[config.mk]
export PLATFORM = sky130hd
export DESIGN_NAME = multdiv_unit
export DESIGN_NICKNAME = d
export VERILOG_FILES = /design/src/rtl/multdiv_unit.sv
export SDC_FILE = /design/constraint.sdc
export NUM_CORES = 1
export LEC_CHECK = 0
export CAP_MARGIN = 15
export CORE_UTILIZATION = 44
export DETAILED_ROUTE_END_ITERATION = 16
export PLACE_DENSITY = 0.62
export RECOVER_POWER = 50
export SYNTH_ARGS = -nofsm -noshare
export SYNTH_HDL_FRONTEND = slang
export SYNTH_SLANG_ARGS = --single-unit
[constraint.sdc]
create_clock -name clk -period 10.5 [get_ports clk]
set_input_delay 2.1 -clock clk [delete_from_list [all_inputs] [get_ports clk]]
set_output_delay 2.1 -clock clk [all_outputs]
set_load 0.02 [all_outputs]
[src/rtl/multdiv_unit.sv]
// Multicycle signed multiply (radix-2 Booth) and restoring divide engine.
// 32 iteration steps, then a fix-up/write cycle; HI/LO registers hold the last result.
module multdiv_unit #(
    parameter int unsigned WIDTH = 32
) (
    input  logic             clk,
    input  logic             reset,
    input  logic             start_mult,
    input  logic             start_div,
    input  logic [WIDTH-1:0] a,
    input  logic [WIDTH-1:0] b,
    output logic             busy,
    output logic             done,
    output logic             divby0,
    output logic [WIDTH-1:0] hi,
    output logic [WIDTH-1:0] lo
);

    localparam int unsigned CW = $clog2(WIDTH);
    localparam logic [CW-1:0] LastCnt = CW'(WIDTH - 1);

    typedef enum logic [1:0] {StIdle, StRun, StFin} state_t;

    state_t           state;
    logic [CW-1:0]    cnt;
    logic             is_div;
    logic             neg_q;
    logic             neg_r;
    // One extra accumulator bit so that subtracting M = -2^(W-1) cannot overflow.
    logic [WIDTH:0]   acc;
    logic [WIDTH-1:0] q;
    logic [WIDTH-1:0] m;
    logic             q_m1;

    logic [WIDTH:0]   m_ext;
    logic [WIDTH:0]   booth_sum;
    logic [WIDTH:0]   div_r;
    logic [WIDTH:0]   div_diff;
    logic [WIDTH-1:0] a_mag;
    logic [WIDTH-1:0] b_mag;
    logic [WIDTH-1:0] fin_hi;
    logic [WIDTH-1:0] fin_lo;

    always_comb begin
        m_ext = {m[WIDTH-1], m};
        case ({q[0], q_m1})
            2'b01:   booth_sum = acc + m_ext;
            2'b10:   booth_sum = acc - m_ext;
            default: booth_sum = acc;
        endcase
        // Remainder stays below the divisor magnitude, so its low WIDTH bits suffice.
        div_r    = {acc[WIDTH-1:0], q[WIDTH-1]};
        div_diff = div_r - {1'b0, m};
        a_mag    = a[WIDTH-1] ? -a : a;
        b_mag    = b[WIDTH-1] ? -b : b;
        if (is_div) begin
            fin_lo = neg_q ? -q : q;
            fin_hi = neg_r ? -acc[WIDTH-1:0] : acc[WIDTH-1:0];
        end else begin
            fin_lo = q;
            fin_hi = acc[WIDTH-1:0];
        end
    end

    always_ff @(posedge clk) begin
        if (reset) begin
            state  <= StIdle;
            cnt    <= '0;
            is_div <= 1'b0;
            neg_q  <= 1'b0;
            neg_r  <= 1'b0;
            acc    <= '0;
            q      <= '0;
            m      <= '0;
            q_m1   <= 1'b0;
            busy   <= 1'b0;
            done   <= 1'b0;
            divby0 <= 1'b0;
            hi     <= '0;
            lo     <= '0;
        end else begin
            done   <= 1'b0;
            divby0 <= 1'b0;
            case (state)
                StIdle: begin
                    if (start_mult) begin
                        m      <= a;
                        q      <= b;
                        acc    <= '0;
                        q_m1   <= 1'b0;
                        is_div <= 1'b0;
                        cnt    <= '0;
                        busy   <= 1'b1;
                        state  <= StRun;
                    end else if (start_div) begin
                        if (b == '0) begin
                            divby0 <= 1'b1;
                        end else begin
                            m      <= b_mag;
                            q      <= a_mag;
                            acc    <= '0;
                            q_m1   <= 1'b0;
                            is_div <= 1'b1;
                            neg_q  <= a[WIDTH-1] ^ b[WIDTH-1];
                            neg_r  <= a[WIDTH-1];
                            cnt    <= '0;
                            busy   <= 1'b1;
                            state  <= StRun;
                        end
                    end
                end
                StRun: begin
                    if (is_div) begin
                        if (!div_diff[WIDTH]) begin
                            acc <= div_diff;
                            q   <= {q[WIDTH-2:0], 1'b1};
                        end else begin
                            acc <= div_r;
                            q   <= {q[WIDTH-2:0], 1'b0};
                        end
                    end else begin
                        acc  <= {booth_sum[WIDTH], booth_sum[WIDTH:1]};
                        q    <= {booth_sum[0], q[WIDTH-1:1]};
                        q_m1 <= q[0];
                    end
                    if (cnt == LastCnt) begin
                        cnt   <= '0;
                        state <= StFin;
                    end else begin
                        cnt <= cnt + 1'b1;
                    end
                end
                StFin: begin
                    hi    <= fin_hi;
                    lo    <= fin_lo;
                    done  <= 1'b1;
                    busy  <= 1'b0;
                    state <= StIdle;
                end
                default: state <= StIdle;
            endcase
        end
    end

endmodule
### Word-level counts from Yosys, hierarchy flattened

Cells that the tools add are included.

* $add $sub $neg: 8
* equal/unequal tests: 10
* multiplexer cells: 44
* bitwise gates (word level): 5
* reductions and logical operators: 12

Operators with widths (number)
* $mux W32: 13
* $mux W33: 5
* $pmux W33 S2: 2
* $neg A32 Y32: 4
* $pmux W32 S2: 1
* $add A33 B33 Y33: 1
* $sub A33 B32 Y33: 1
* $sub A33 B33 Y33: 1
* $logic_not A32 Y1: 1
* $mux W5: 4
* $reduce_and A3 Y1: 4
* $mux W1: 11
* $pmux W5 S2: 1
* $mux W2: 4
* $reduce_and A4 Y1: 2
* $ne A2 B2 Y1 const B: 3
* $ne A3 B3 Y1 const B: 2
* $reduce_bool A2 Y1: 3
* $add A5 B1 Y5 const B: 1
* $eq A5 B5 Y1 const B: 1
* $eq A2 B1 Y1 const B: 2
* $eq A2 B2 Y1 const B: 2
* $not A1 Y1: 4
* $pmux W1 S2: 2
* other kinds (4): 4

* flip-flop bits (word level): 175
* output and inout port bits: 67
* logic and storage cells: 93

### Depth between registers and ports, before layout

* depth in word-level cells: 6
* mapped depth: 22

### Least setup slack after synthesis

Ideal clock, no wire load.

* path type: in2reg
* start point: input port a[20]
* end point: register q[30]
* data arrival time: 4.431 ns
* slack: 5.983 ns
* stages on the path: 9
* path buffers: 0
* cell sequence: or3_1 or4_4 or4_4 or4_4 a21boi_2 xor2_1 o21ai_0 o22ai_1 a211oi_1

* longest elaborated chain between the ends: 6

Ends and longest elaborated chain
* start: declaration: RTL line 10 `input logic [WIDTH-1:0] a,`
* $neg A32 Y32: RTL line 54 `a_mag = a[WIDTH-1] ? -a : a;`
* $mux W32: RTL line 54
* $mux W32: RTL line 96 `if (b == '0) begin`
* $mux W32: RTL line 95 `end else if (start_div) begin`
* $mux W32: RTL line 86 `if (start_mult) begin`
* $pmux W32 S2: RTL line 84 `case (state)`
* end signal: assignment: RTL line 100 `q <= a_mag;`
* end signal: assignment: RTL line 116 `q <= {q[WIDTH-2:0], 1'b1};`
* end signal: assignment: RTL line 119 `q <= {q[WIDTH-2:0], 1'b0};`
* end: declaration: RTL line 31 `logic [WIDTH-1:0] q;`

Every way passes these cells. The select of a mux whose other input is x is not followed.
A chain may end at the register's enable or synchronous reset.

### Worst setup path after layout

* start point: input port b[0]
* end point: register q[24]

* longest elaborated chain between the ends: 3

Ends and longest elaborated chain
* start: declaration: RTL line 11 `input logic [WIDTH-1:0] b,`
* $logic_not A32 Y1: RTL line 96
* $ne A3 B3 Y1 (no line)
* $reduce_and A3 Y1 (no line)

Every way passes these cells.

==> flow_summary.yaml <==
run_status:
  outcome: "finished, violations left"
  violations: "capacitance limit, slew limit"
clock_tree:
  cts.sinks: 175
  cts.repair.resized: 0
  cts_max_level: 4
  cts_setup_buffers: 0
  cts_hold_buf: 0
  clock_latency_ns: 0.45
  cts_buffers: 17
  cts_tree: "yes"
  clkTransAtPathRegs_ns: 0.07
  ctsLongestPathBuffers: 2
  ctsRootBufferMaster: "clkbuf_16"
synth:
  syn-num-nets: 2145
  synth-main-ff-cell: "dfxtp_1"
  synth_seq_cells: 175
  synth_commonest_cells: "nand2_1 (319), o21ai_0 (196), a21oi_1 (182), dfxtp_1 (175), nor2_1 (123)"
  yosys.area.top_type: "dfxtp_1"
  synth_area_um2: 14600
  async_reset_ff_share_pct: 0
  synth_edf_count: 0
  ys_types: 81
  synth.avg_cell_area_um2: 7.31
  synthTopCellsByArea: "dfxtp_1 (24%), nand2_1 (8.2%), o21ai_0 (6.7%), xor2_1 (6.7%), ha_1 (6.2%)"
  yosysMostFrequentCell: "nand2_1"
  synth_warnings: 0
  yosysTopAreaCellShare_pct: 24.0
  seq_area_frac_synth_pct: 24.0
  syn_inst: 2002
worst_setup_path:
  cp.depth: 13
  cpPeakStageDelay_ns: 0.48
  path_buf_inv: 3
  required_ns: 10.81
  rr_worst_depth: 20
  cp_cell_sequence: "clkdlybuf4s50_1 -> inv_1 -> ha_1 -> or3b_1 -> nor3_1 -> nand4b_1 -> or3_4 -> nand2_1 -> a21o_1 -> buf_4 -> a21oi_1 -> a22oi_1 -> nor2_1"
  worst_path_max_delay_cell: "clkdlybuf4s50_1"
  critPathArrivalTime_ns: 6.00
  crit_type: "in -> reg"
  r2r-end: "acc[27]$_SDFFE_PP0P_"
  cp_max_fo: 40
  r2r-start: "q[31]$_SDFFE_PP0P_"
  start_kind: "primary input"
  end_kind: "flip-flop"
  crit_family: "simple AND/OR/NAND/NOR gates"
  r2r_slack_ns: 4.83
route:
  route.detailed.drc: 0
  wl_per_cell_um: 19.1
  final_antenna_net_count: 0
  viasPerCell: 5.89
  route.met2.wl_mm: 21.6
  drt-total-wl_mm: 47.6
  route.layer.met1.wl_mm: 22.3
  drtIter0Drc: 1278
  wl_met3_mm: 2.50
  first_pass_iters: 5
  top_layer_used: "met4"
  via_count: 14676
timing:
  fin_ws_ns: 4.81
  timing.final.max_slew_violations: 66
  fin_tns_setup_ns: 0
  period_needed_ns: 5.69
  clock.fmax_mhz: 176
  finalHoldViolCount: 0
  finClkSkew_ns: 0.0176
  maxSlewHeadroom_pct: -66.5
  min_period_over_period_pct: 54.2
  rsz0062_at_grt: "no"
  worst_slew_pin_slew_ns: 2.50
  setup_viol_count_final: 0
power_and_ir_drop:
  power_density_nw_per_um2: 137
  peakVddDrop_mv: 0.0828
  p_leak_nw: 6.42
final_layout:
  drive_gt1_share_pct: 4.05
  antenna_cells: 0
  nets: 2180
  multiInputGateArea_um2: 10300
  syn2layout_area_growth_pct: 14.2
  nFillCells: 3312
  layout.area.seq_um2: 3510
  postLayoutCellArea_um2: 16700
floorplanning:
  die_y_um: 184
  initial_core_util_pct: 44.8
  fp.dieW_um: 184
  rows: 66
  core_um2: 32600
  dieArea_um2: 34000
  ios: 135
place:
  place.gp.congestion: 0.956
  dp_hpwl_mm: 36.2
  place_ws_ns: 4.41
  place_area_um2: 16100
  port_buffers: 134
global_routing:
  track_usage_pct: 28.0
  antenna_found_initial: 0
  grt_pass1_wl_mm: 74.6
  grt_overflow: 0
  grt_start_max_net_pins: 75
  grt_pass1_vias: 13493
hold_path:
  hold_end: "hi[30]$_SDFFE_PP0P_"
  whs_path_depth: 2
  worstHoldPathType: "reg -> reg"
  worstHoldStart: "hi[30]$_SDFFE_PP0P_"
job:
  max_cap_viol_count: 1
==> area by class of cell <==
type                       instances  area share, %
multi-input combinational       1627           61.9
sequential                       175           21.0
timing repair buffer             150           8.68
tap                              442           3.31
clock buffer                      17           2.55
inverter                          66           1.48
clock inverter                    14           1.06
==> power by group <==
part | leakage, nW | switching, mW | internal, mW | total, mW
combinational | 4.71 | 0.522 | 0.344 | 0.867
sequential | 1.43 | 0.0668 | 0.696 | 0.762
clock | 0.288 | 0.305 | 0.358 | 0.663
total | 6.42 | 0.894 | 1.40 | 2.29
==> stage by stage <==
stage	total power, mW	utilization (%)	hold slack, ns	cells
after floorplan	1.39	-	0.446	2002
after global placement	1.62	49.4	0.435	2460
after detailed placement	1.62	49.4	0.441	2460
after CTS	2.29	51.2	0.456	2491
after global routing	2.42	51.2	0.469	2491
final	2.29	51.2	0.445	2491
==> sequential cells by signal (all words and copies together) (netlist names), 2 cells and up <==
register / flops
lo: 32
state: 2
m: 32
hi: 32
acc: 33
q: 32
cnt: 5
==> worst register-to-register path, cell delays in order (launching register included) <==
cell and delay, ns:
dfxtp_1 0.36, inv_1 0.19, ha_1 0.25, inv_1 0.07, fa_1 0.40, a21o_1 0.21
a221o_1 0.35, a21oi_1 0.32, o21ai_0 0.29, o2bb2ai_1 0.28, o221ai_1 0.33, a2bb2oi_1 0.27
nor2b_1 0.15, o21ai_0 0.14, ha_1 0.41, buf_4 0.46, inv_1 0.39, a31oi_1 0.26
nor2_1 0.06, a221oi_1 0.24, o21ai_0 0.13
==> layout by cell type (no fill, tap or decap), types with 37 or more instances in the layout <==
| cell type | n |
|---|---|
| nand2_1 | 319 |
| o21ai_0 | 196 |
| a21oi_1 | 181 |
| dfxtp_1 | 174 |
| nor2_1 | 122 |
| xor2_1 | 112 |
| xnor2_1 | 89 |
| clkdlybuf4s50_1 | 75 |
| ha_1 | 73 |
| inv_1 | 66 |
| dlygate4sd3_1 | 57 |
| mux2i_1 | 55 |
| a211oi_1 | 37 |
==> cells by family after synthesis <==
group / share of synthesized area [%]
xor gates and xnor gates: 12.0
buffers and inverters: 5.54
muxes: 4.30
AOI/OAI and AO/OA: 27.1
and+or+nand+nor: 20.5
DFF: 24.0
adders and majority gates: 6.52
==> layer usage <==
metal,track usage [%],vias up
li1,-,7221
met1,39.2,6950
met2,44.4,444
met3,3.40,61
met4,8.93,0
met5,0,-
==> worst max-delay path by stage <==
stage / slack [ns] / end / from
after floorplan: 5.98 / q[30]$_SDFFE_PP0P_ / a[20]
after global routing: 4.40 / q[24]$_SDFFE_PP0P_ / b[0]
after global placement: 4.49 / q[24]$_SDFFE_PP0P_ / b[0]
after CTS: 4.88 / q[24]$_SDFFE_PP0P_ / b[0]
after detailed placement: 4.41 / q[24]$_SDFFE_PP0P_ / b[0]
final: 4.81 / q[24]$_SDFFE_PP0P_ / b[0]
Note: power is estimated with default switching activity, not from simulation.
